**src/rtl/operand_packer_pkg.sv**
```systemverilog
// rtl/operand_packer_pkg.sv - shared constants for the operand packer
// Holds the packer FSM state encoding, the default geometry and the
// half-word width helper used by the interface, top and FIFO.
package operand_packer_pkg;

  localparam int DEFAULT_WIDTH = 32;
  localparam int DEFAULT_DEPTH = 4;

  // Operand width is half of the packed output word.
  function automatic int half_of(input int width);
    return width / 2;
  endfunction

  // Occupancy counter needs one extra bit to represent "full".
  function automatic int level_w(input int depth);
    return $clog2(depth) + 1;
  endfunction

  localparam int HALF = DEFAULT_WIDTH / 2;

  // FSM state encoding.
  localparam logic [0:0] WAIT_A = 1'b0;
  localparam logic [0:0] WAIT_B = 1'b1;

endpackage

```
**src/rtl/operand_packer_if.sv**
```systemverilog
// rtl/operand_packer_if.sv - operand/packed-word handshake bundle
// Operand side : in_data, in_valid, in_last (to packer), in_ready (from packer)
// Packed side  : out_data, out_valid, level, odd_pad (from packer), out_ready (to packer)
// master drives operands and consumes words; slave is the packer.
interface operand_packer_if
  import operand_packer_pkg::*;
#(
  parameter int WIDTH = DEFAULT_WIDTH,
  parameter int DEPTH = DEFAULT_DEPTH
) ();

  logic [WIDTH/2-1:0]        in_data;
  logic                      in_valid;
  logic                      in_last;
  logic                      in_ready;
  logic [WIDTH-1:0]          out_data;
  logic                      out_valid;
  logic                      out_ready;
  logic [$clog2(DEPTH):0]    level;
  logic                      odd_pad;

  modport master (
    output in_data, in_valid, in_last, out_ready,
    input  in_ready, out_data, out_valid, level, odd_pad
  );

  modport slave (
    input  in_data, in_valid, in_last, out_ready,
    output in_ready, out_data, out_valid, level, odd_pad
  );

endinterface

```
**src/rtl/operand_packer_fifo.sv**
```systemverilog
// rtl/operand_packer_fifo.sv - output word FIFO for the operand packer
// Ports: clk, rst (sync, active-low), push/push_data, pop/pop_data,
//        full, empty, level (occupancy).
// pop_data shows the head entry while non-empty and the last popped word
// (0 after reset) while empty.
module packer_fifo
  import operand_packer_pkg::*;
#(
  parameter int WIDTH = DEFAULT_WIDTH,
  parameter int DEPTH = DEFAULT_DEPTH
) (
  input  logic                      clk,
  input  logic                      rst,
  input  logic                      push,
  input  logic [WIDTH-1:0]          push_data,
  input  logic                      pop,
  output logic [WIDTH-1:0]          pop_data,
  output logic                      full,
  output logic                      empty,
  output logic [level_w(DEPTH)-1:0] level
);

  localparam int PW = $clog2(DEPTH);
  localparam int LW = level_w(DEPTH);

  logic [WIDTH-1:0] mem_q [DEPTH];
  logic [WIDTH-1:0] mem_d [DEPTH];
  logic [PW-1:0]    wr_ptr_q, wr_ptr_d;
  logic [PW-1:0]    rd_ptr_q, rd_ptr_d;
  logic [LW-1:0]    level_q, level_d;
  logic [WIDTH-1:0] last_q, last_d;
  logic             do_push;
  logic             do_pop;

  assign full    = (level_q == LW'(DEPTH));
  assign empty   = (level_q == '0);
  assign do_push = push & ~full;
  assign do_pop  = pop & ~empty;

  always_comb begin
    mem_d    = mem_q;
    wr_ptr_d = wr_ptr_q;
    rd_ptr_d = rd_ptr_q;
    level_d  = level_q;
    last_d   = last_q;
    if (do_push) begin
      mem_d[wr_ptr_q] = push_data;
      // DEPTH is a power of two, so the pointer wraps by overflow.
      wr_ptr_d = wr_ptr_q + PW'(1);
    end
    if (do_pop) begin
      last_d   = mem_q[rd_ptr_q];
      rd_ptr_d = rd_ptr_q + PW'(1);
    end
    case ({do_push, do_pop})
      2'b10:   level_d = level_q + LW'(1);
      2'b01:   level_d = level_q - LW'(1);
      default: level_d = level_q;
    endcase
  end

  // Storage needs no reset: it is only read while its slot is occupied.
  always_ff @(posedge clk) begin
    mem_q <= mem_d;
  end

  always_ff @(posedge clk) begin
    if (!rst) begin
      wr_ptr_q <= '0;
      rd_ptr_q <= '0;
      level_q  <= '0;
      last_q   <= '0;
    end else begin
      wr_ptr_q <= wr_ptr_d;
      rd_ptr_q <= rd_ptr_d;
      level_q  <= level_d;
      last_q   <= last_d;
    end
  end

  assign pop_data = empty ? last_q : mem_q[rd_ptr_q];
  assign level    = level_q;

endmodule

```
**src/rtl/operand_packer.sv**
```systemverilog
// rtl/operand_packer.sv - pairs half-width operands into {B, A} words
// Ports: clk, rst (sync, active-low), bus (operand_packer_if.slave):
//   operands in via in_data/in_valid/in_last/in_ready,
//   packed words out via out_data/out_valid/out_ready, plus level and
//   the sticky odd_pad flag (burst ended on an unpaired A).
module operand_packer
  import operand_packer_pkg::*;
#(
  parameter int WIDTH = DEFAULT_WIDTH,
  parameter int DEPTH = DEFAULT_DEPTH
) (
  input  logic               clk,
  input  logic               rst,
  operand_packer_if.slave    bus
);

  localparam int HW = half_of(WIDTH);

  logic [0:0]       state_q, state_d;
  logic [HW-1:0]    a_q, a_d;
  logic             odd_pad_q, odd_pad_d;
  logic             run_q, run_d;
  logic             in_ready;
  logic             accept;
  logic             push;
  logic [WIDTH-1:0] push_data;
  logic             full;
  logic             empty;

  // run_q holds in_ready low on the reset cycle and releases it one
  // cycle after rst deasserts. in_ready ignores a same-cycle pop.
  assign in_ready = run_q & ~full;
  assign accept   = bus.in_valid & in_ready;

  always_comb begin
    state_d   = state_q;
    a_d       = a_q;
    odd_pad_d = odd_pad_q;
    run_d     = 1'b1;
    push      = 1'b0;
    push_data = '0;
    if (accept) begin
      case (state_q)
        WAIT_A: begin
          if (bus.in_last) begin
            push      = 1'b1;
            push_data = {{HW{1'b0}}, bus.in_data};
            odd_pad_d = 1'b1;
          end else begin
            a_d     = bus.in_data;
            state_d = WAIT_B;
          end
        end
        WAIT_B: begin
          push      = 1'b1;
          push_data = {bus.in_data, a_q};
          state_d   = WAIT_A;
        end
        default: state_d = WAIT_A;
      endcase
    end
  end

  always_ff @(posedge clk) begin
    if (!rst) begin
      state_q   <= WAIT_A;
      a_q       <= '0;
      odd_pad_q <= 1'b0;
      run_q     <= 1'b0;
    end else begin
      state_q   <= state_d;
      a_q       <= a_d;
      odd_pad_q <= odd_pad_d;
      run_q     <= run_d;
    end
  end

  packer_fifo #(
    .WIDTH (WIDTH),
    .DEPTH (DEPTH)
  ) u_fifo (
    .clk       (clk),
    .rst       (rst),
    .push      (push),
    .push_data (push_data),
    .pop       (bus.out_ready),
    .pop_data  (bus.out_data),
    .full      (full),
    .empty     (empty),
    .level     (bus.level)
  );

  assign bus.in_ready  = in_ready;
  assign bus.out_valid = ~empty;
  assign bus.odd_pad   = odd_pad_q;

endmodule

```
**src/flat_wrapper.sv**
```systemverilog
// flat-port wrapper written by rule: the top's interface ports become plain ports
module operand_packer_flat import operand_packer_pkg::*;
#(
  parameter int WIDTH = DEFAULT_WIDTH,
  parameter int DEPTH = DEFAULT_DEPTH
)
  (clk, rst, bus_in_data, bus_in_valid, bus_in_last, bus_out_ready, bus_in_ready, bus_out_data, bus_out_valid, bus_level, bus_odd_pad);
  operand_packer_if #(.WIDTH(WIDTH), .DEPTH(DEPTH)) bus_i ();
  input  logic clk;
  input  logic rst;
  input wire logic [$bits(bus_i.in_data)-1:0] bus_in_data;
  input wire logic [$bits(bus_i.in_valid)-1:0] bus_in_valid;
  input wire logic [$bits(bus_i.in_last)-1:0] bus_in_last;
  input wire logic [$bits(bus_i.out_ready)-1:0] bus_out_ready;
  output wire logic [$bits(bus_i.in_ready)-1:0] bus_in_ready;
  output wire logic [$bits(bus_i.out_data)-1:0] bus_out_data;
  output wire logic [$bits(bus_i.out_valid)-1:0] bus_out_valid;
  output wire logic [$bits(bus_i.level)-1:0] bus_level;
  output wire logic [$bits(bus_i.odd_pad)-1:0] bus_odd_pad;
  assign bus_i.in_data = bus_in_data;
  assign bus_i.in_valid = bus_in_valid;
  assign bus_i.in_last = bus_in_last;
  assign bus_i.out_ready = bus_out_ready;
  assign bus_in_ready = bus_i.in_ready;
  assign bus_out_data = bus_i.out_data;
  assign bus_out_valid = bus_i.out_valid;
  assign bus_level = bus_i.level;
  assign bus_odd_pad = bus_i.odd_pad;
  operand_packer #(.WIDTH(WIDTH), .DEPTH(DEPTH)) u_core (.clk(clk), .rst(rst), .bus(bus_i));
endmodule
```
**config.mk**
```make
export PLATFORM = sky130hd
export DESIGN_NAME = operand_packer_flat
export DESIGN_NICKNAME = d
export VERILOG_FILES = /design/src/rtl/operand_packer_pkg.sv /design/src/rtl/operand_packer_if.sv /design/src/rtl/operand_packer_fifo.sv /design/src/rtl/operand_packer.sv /design/src/flat_wrapper.sv
export SDC_FILE = /design/constraint.sdc
export NUM_CORES = 1
export LEC_CHECK = 0
export BUFFER_PORTS_ARGS = -buffer_cell sky130_fd_sc_hd__buf_4
export CAP_MARGIN = 30
export CORE_ASPECT_RATIO = 1.25
export CORE_MARGIN = 2
export CORE_UTILIZATION = 45
export DETAILED_ROUTE_END_ITERATION = 8
export GPL_TIMING_DRIVEN = 0
export MAX_ROUTING_LAYER = met4
export PLACE_DENSITY = 0.71
export SYNTH_ARGS = -nofsm -noshare
export SYNTH_HDL_FRONTEND = slang
export SYNTH_SLANG_ARGS = --single-unit
```
**constraint.sdc**
```tcl
create_clock -name clk -period 6 [get_ports clk]
set_input_delay 0.6 -clock clk [delete_from_list [all_inputs] [get_ports clk]]
set_output_delay 0.6 -clock clk [all_outputs]
set_load 0.005 [all_outputs]
```
; ---- After elaboration in Yosys (flattened, before gate mapping)
; Index checks and enable logic that the tools add are counted.
[word_totals]
regBits = 186
in_bits = 21
output_inout_bits = 38
word_cells = 54
[op_classes]
n_addsub = 4
n_lt_le_gt_ge = 3
n_eq_ne = 3
mux = 17
bitwise_logic = 10
n_reduce_logical = 5
[op_table]
columns = cell, n
row1 = 32-bit two-way mux, 5
row2 = 128-bit bitwise mux, 1
row3 = 32-bit binary-select mux with 2-bit select, 1
row4 = 32-bit demux with 2-bit select, 1
row5 = 32-bit case mux with 2 select lines, 1
row6 = 16-bit two-way mux, 1
row7 = 3-bit >= comparator (second input constant), 2
row8 = 2-bit inverter with 3-bit output, 2
row9 = 3-bit case mux with 2 select lines, 1
row10 = 3-bit AND reduction, 2
row11 = 2-bit by 1-bit adder with 2-bit output (second input constant), 2
row12 = 1-bit AND, 4
row13 = 1-bit two-way mux, 4
row14 = 1-bit inverter, 4
row15 = 1-bit case mux with 2 select lines, 2
row16 = 3-bit by 1-bit adder with 3-bit output (second input constant), 1
row17 = 3-bit == test (second input constant), 1
row18 = 3-bit zero test, 1
row19 = 3-bit by 1-bit < comparator with 1-bit output (second input constant), 1
row20 = 3-bit by 1-bit subtractor with 3-bit output (second input constant), 1
row21 = 2-bit by 1-bit == test with 1-bit output (second input constant), 1
row22 = 2-bit == test (second input constant), 1
row23 = 2-bit nonzero test, 1
row24 = 1-bit logical AND, 1

; ---- Longest topological paths before layout
[depth]
word_depth = 8
depth_mapped = 10

; ---- By module
; Synthesis repeated with hierarchy kept, for this count alone.
[unflattened]
hier_cells = 449
hier_area_um2 = 7511.0
[modules_own_cells]
columns = module, n_inst, cells_each, area_per_inst_um2
row1 = packer_fifo, 1, 328, 6454.9
row2 = operand_packer, 1, 121, 1056.0

; ---- Least setup slack after synthesis
; Ideal clock, no wire load.
[synth_timing]
path_type = input to register
from = in bus_in_last
to = reg u_core.u_fifo.mem_q[0] in the netlist's numbering (enable)
setup_time_ns = 0.392
arrival_ns = 2.067
required_time_ns = 5.608
setup_slack_ns = 3.541
stages = 4
path_cell_list = clkbuf_1 -> o211ai_1 -> nor2_1 -> and2_1
[synth_via]
elab_chain_cells = 4
[synth_lines]
columns = element, line_no
row1 = "start, declared", flat_wrapper.sv:13  ; input wire logic [$bits(bus_i.in_last)-1:0] bus_in_last;
row2 = 1-bit two-way mux, operand_packer.sv:45  ; if (bus.in_last) begin
row3 = 1-bit case mux with 2 select lines, operand_packer.sv:43  ; case (state_q)
row4 = 1-bit two-way mux, operand_packer.sv:42  ; if (accept) begin
row5 = 1-bit AND, operand_packer_fifo.sv:37  ; assign do_push = push & ~full;
row6 = "end signal, assigned", operand_packer_fifo.sv:64  ; mem_q <= mem_d;
row7 = "end, declared", operand_packer_fifo.sv:26  ; logic [WIDTH-1:0] mem_q [DEPTH];
; No other way between the ends.
; A chain may end at the register's enable or synchronous reset.

; ---- Worst setup path in the final report
[layout_timing]
from = reg u_core.u_fifo.rd_ptr_q[1]
to = out bus_out_data[2]
[layout_via]
elab_chain_cells = 5
[layout_lines]
columns = element, line_no
row1 = "start, declared", operand_packer_fifo.sv:29  ; logic [PW-1:0] rd_ptr_q, rd_ptr_d;
row2 = "start signal, assigned", operand_packer_fifo.sv:75  ; rd_ptr_q <= rd_ptr_d;
row3 = 2-bit inverter with 3-bit output (not written as such), operand_packer_fifo.sv:81  ; assign pop_data = empty ? last_q : mem_q[rd_ptr_q];
row4 = 32-bit binary-select mux with 2-bit select, operand_packer_fifo.sv:81
row5 = 32-bit two-way mux (not written as such) (2 in a row), operand_packer_fifo.sv:81
row6 = 32-bit two-way mux, operand_packer_fifo.sv:81
row7 = "end, declared", flat_wrapper.sv:16  ; output wire logic [$bits(bus_i.out_data)-1:0] bus_out_data;
; No other way between the ends. The select of a mux whose other input is x is not followed.

==> qor.csv <==
stage,metric,value,unit
outcome,outcome,finished clean,
worst_setup_path,worst r2r dst,u_core.u_fifo.level[2],
routing,DR vias/cell,5.359,
worst_setup_path,CP startpoint kind,flop,
floorplanning,Initial Utilization,0.4553,
floorplanning,Core ar.,16640,um^2
worst_setup_path,Reg2Reg Depth,9,
worst_setup_path,Setup CP Type,reg2out,
worst_setup_path,R2R Path Start,u_core.u_fifo.level[2],
sta,Slew @ Worst Pin,0.8996,ns
synth,average cell area after synthesis,15.69,um^2
synth,"Distinct cells, synth",35,
finish,Ant. Diodes,0,
finish,Layout fillers,1341,
grt,largest net degree at the start of global routing,33,
clock_network,clk buf depth,2,
sta,WHS,0.2855,ns
routing,WL per Instance,19.60,um
synth,syn_nets,510,
routing,ANT nets after route,0,
routing,DRT Pass-1 Iters,4,
clock_network,clock slew at reported path FFs,0.07,ns
worst_setup_path,worst-path fanout max,10,
grt,initial antenna violation count,0,
synth,top_reg_cell synth,edfxtp_1,
synth,top-count cell post-synth,edfxtp_1,
finish,layout cells sized above 1,0.3084,
placement,Port Buf Inserts,57,
run,max-capacitance violation count,0,
sta,Final Hold Vio Count,0,
sta,Final period util,0.5177,
sta,Worst slew margin,0.4003,
worst_setup_path,crit path capture,bus_out_data[2],
floorplanning,Ports,59,
clock_network,hold_buf cts,0,
clock_network,# clock sinks,186,
placement,global placement routability congestion,0.8142,
pwr,pwr dens,396.8,nW/um^2
sta,setup TNS,0,ns
routing,Post-Route WL,15.56,mm
synth,Post-synth ARST share,0,
synth,Mapped Area,7579,um^2
floorplanning,row cnt,53,
placement,Post-DP HPWL,10.90,mm
sta,final setup fails,0,
routing,Post-route DRC,0,
worst_setup_path,WP data arrival,2.51,ns
pwr,P_leak,3.230,nW
worst_setup_path,crit path from,u_core.u_fifo.rd_ptr_q[1],
synth,count of flip-flops with a built-in enable after synthesis,128,
worst_hold_path,worst hold path class,in2reg,
grt,GRT overflow,0,
clock_network,CTS HTree Levels,4,
clock_network,total CTS buffers,17,
grt,total track usage,0.1881,
grt,vias in the first global route,4501,
worst_setup_path,"critical path, cell by cell",clkbuf_1 > clkbuf_1 > mux4_2 > mux2_1 > buf_4,
pwr,Peak VDD IR,0.0002105,V
synth,sequential-to-total area share from yosys stat,0.6604,
synth,#FFs+latches synth,186,
clock_network,postcts setup bufs,0,
worst_setup_path,reg2reg setup slack,3.31,ns
floorplanning,Die Wd,120.1,um
finish,Final #Nets,588,
clock_network,CTS tree,yes,
routing,Initial DRC Count,260,
grt,first-pass GRT wire length,24.34,mm
synth,synth top area cells,"edfxtp_1, dfxtp_1, mux4_2, mux2_2, a22o_1",
clock_network,# resized after CTS,0,
synth,post-synth top area cell,edfxtp_1,
synth,Synth top area share,0.5072,
floorplanning,Vert. Die Dim,149.1,um
sta,Final Critical Period,3.106,ns
routing,DR vias,4255,
floorplanning,die area,17900,um^2
synth,Post-Syn Instances,483,
clock_network,Skew-Pair Late Insertion Delay,0.43,ns
finish,P&R area growth vs syn,18.03,%
worst_setup_path,Crit. End Element,output pin,
sta,Slew Limit Fails,0,
synth,Synth top cells by count,"edfxtp_1, dfxtp_1, nand2_1",
sta,fmax,0.3220,GHz
synth,Ys Warns,0,
worst_setup_path,Critical-path top delay cell,clkbuf_1,
worst_setup_path,"most used cell, CP",clkbuf_1,
worst_setup_path,Worst path max stage delay,0.59,ns
clock_network,Root Buffer,clkbuf_16,
sta,RSZ-0062 raised after global routing,no,
sta,Worst Clk Skew,0.008171,ns
worst_setup_path,CP required,5.40,ns
cell usage in the layout, fill, tap and decap left out, types with 2 or more instances in the layout:
master     count
a21boi_0       2
a21oi_1       16
a22o_1        32
and2_1        21
and2_2         4
buf_12         2
buf_2         12
buf_4         58
buf_6          4
bufinv_16      3
clkbuf_1      19
clkbuf_16     17
dfxtp_1       58
edfxtp_1     128
ha_1           5
inv_1          7
inv_6          4
inv_8          2
mux2_2        31
mux2i_1       17
mux4_2        32
nand2_1       52
nand3b_1      16
nor3b_2        2
o21a_1         3
o21ai_0        3
or3_1          3
xnor2_1        3
critical path: cells and delay by family (launching register included):
kind / cells / cell delay (ns)
buffers and inverters: 3 / 1.02
flip-flops: 1 / 0.31
multiplexers: 2 / 0.75
through the flow:
stage	power [mW]	setup slack [ns]	instance area, um^2	util	cells
2_1_floorplan	2.065	3.541	7579	-	483
3_3_place_gp	2.403	2.699	8282	0.4976	760
3_5_place_dp	2.427	3.214	8327	0.5003	762
4_1_cts	3.582	2.852	8945	0.5374	794
5_1_grt	3.695	2.804	8945	0.5374	794
6_report	3.549	2.894	8945	0.5374	794
worst min path at each step:
stage                    from  slack [ns]  depth (start not counted)              to
4_1_cts                   rst        0.27                          1    u_core.run_q
6_report                  rst        0.29                          1    u_core.run_q
3_5_place_dp   u_core.a_q[10]        0.45                          2  u_core.a_q[10]
3_3_place_gp    u_core.a_q[2]        0.44                          2   u_core.a_q[2]
2_1_floorplan   u_core.a_q[0]        0.43                          2   u_core.a_q[0]
5_1_grt                   rst        0.27                          1    u_core.run_q
report_power, final:
group	switching [mW]	internal [mW]	leakage, nW
Sequential	0.0433	1.43	1.74
Clock	0.492	0.668	0.300
Combinational	0.403	0.510	1.19
Total	0.938	2.61	3.23
kinds of logic (layout without fill, tap and decap cells):
kind of cell	after synthesis	in the layout	synth area share
and+or+nand+nor	104	104	0.07364
buffers and inverters	43	134	0.02774
DFF	186	186	0.6604
muxes	81	81	0.1651
AOI/OAI and AO/OA	59	59	0.05762
xor gates and xnor gates	4	4	0.004624
adders and majority gates	6	6	0.01090
sequential cells by signal (all words and copies together), names as in the netlist:
signal	count
u_core.run_q	1
u_core.u_fifo.level	3
u_core.a_q	16
u_core.u_fifo.rd_ptr_q	2
u_core.state_q	1
u_core.u_fifo.last_q	32
u_core.bus.odd_pad	1
u_core.u_fifo.mem_q	128
u_core.u_fifo.wr_ptr_q	2
area by class of cell:
type                    instances  area, um^2  share of cell area
well taps                     220       275.3             0.03077
flip-flops and latches        186        5005              0.5595
clock buffers                  18       429.2             0.04798
inverters                       7       26.28            0.002937
clock inverters                14       188.9             0.02112
plain buffers                  36       183.9             0.02056
multi-input cells             254        2369              0.2648
repair buffers                 59       467.9             0.05232
metal layers:
metal	vias up	wire length, um	track usage	share of wire
met5	-	0	-	0
met4	0	314	0.07588	0.020
met3	21	613	0.03020	0.039
met2	109	8447	0.3284	0.54
met1	2147	6185	0.2163	0.40
li1	1978	-	-	-
Power figures use the tool's default switching activity.
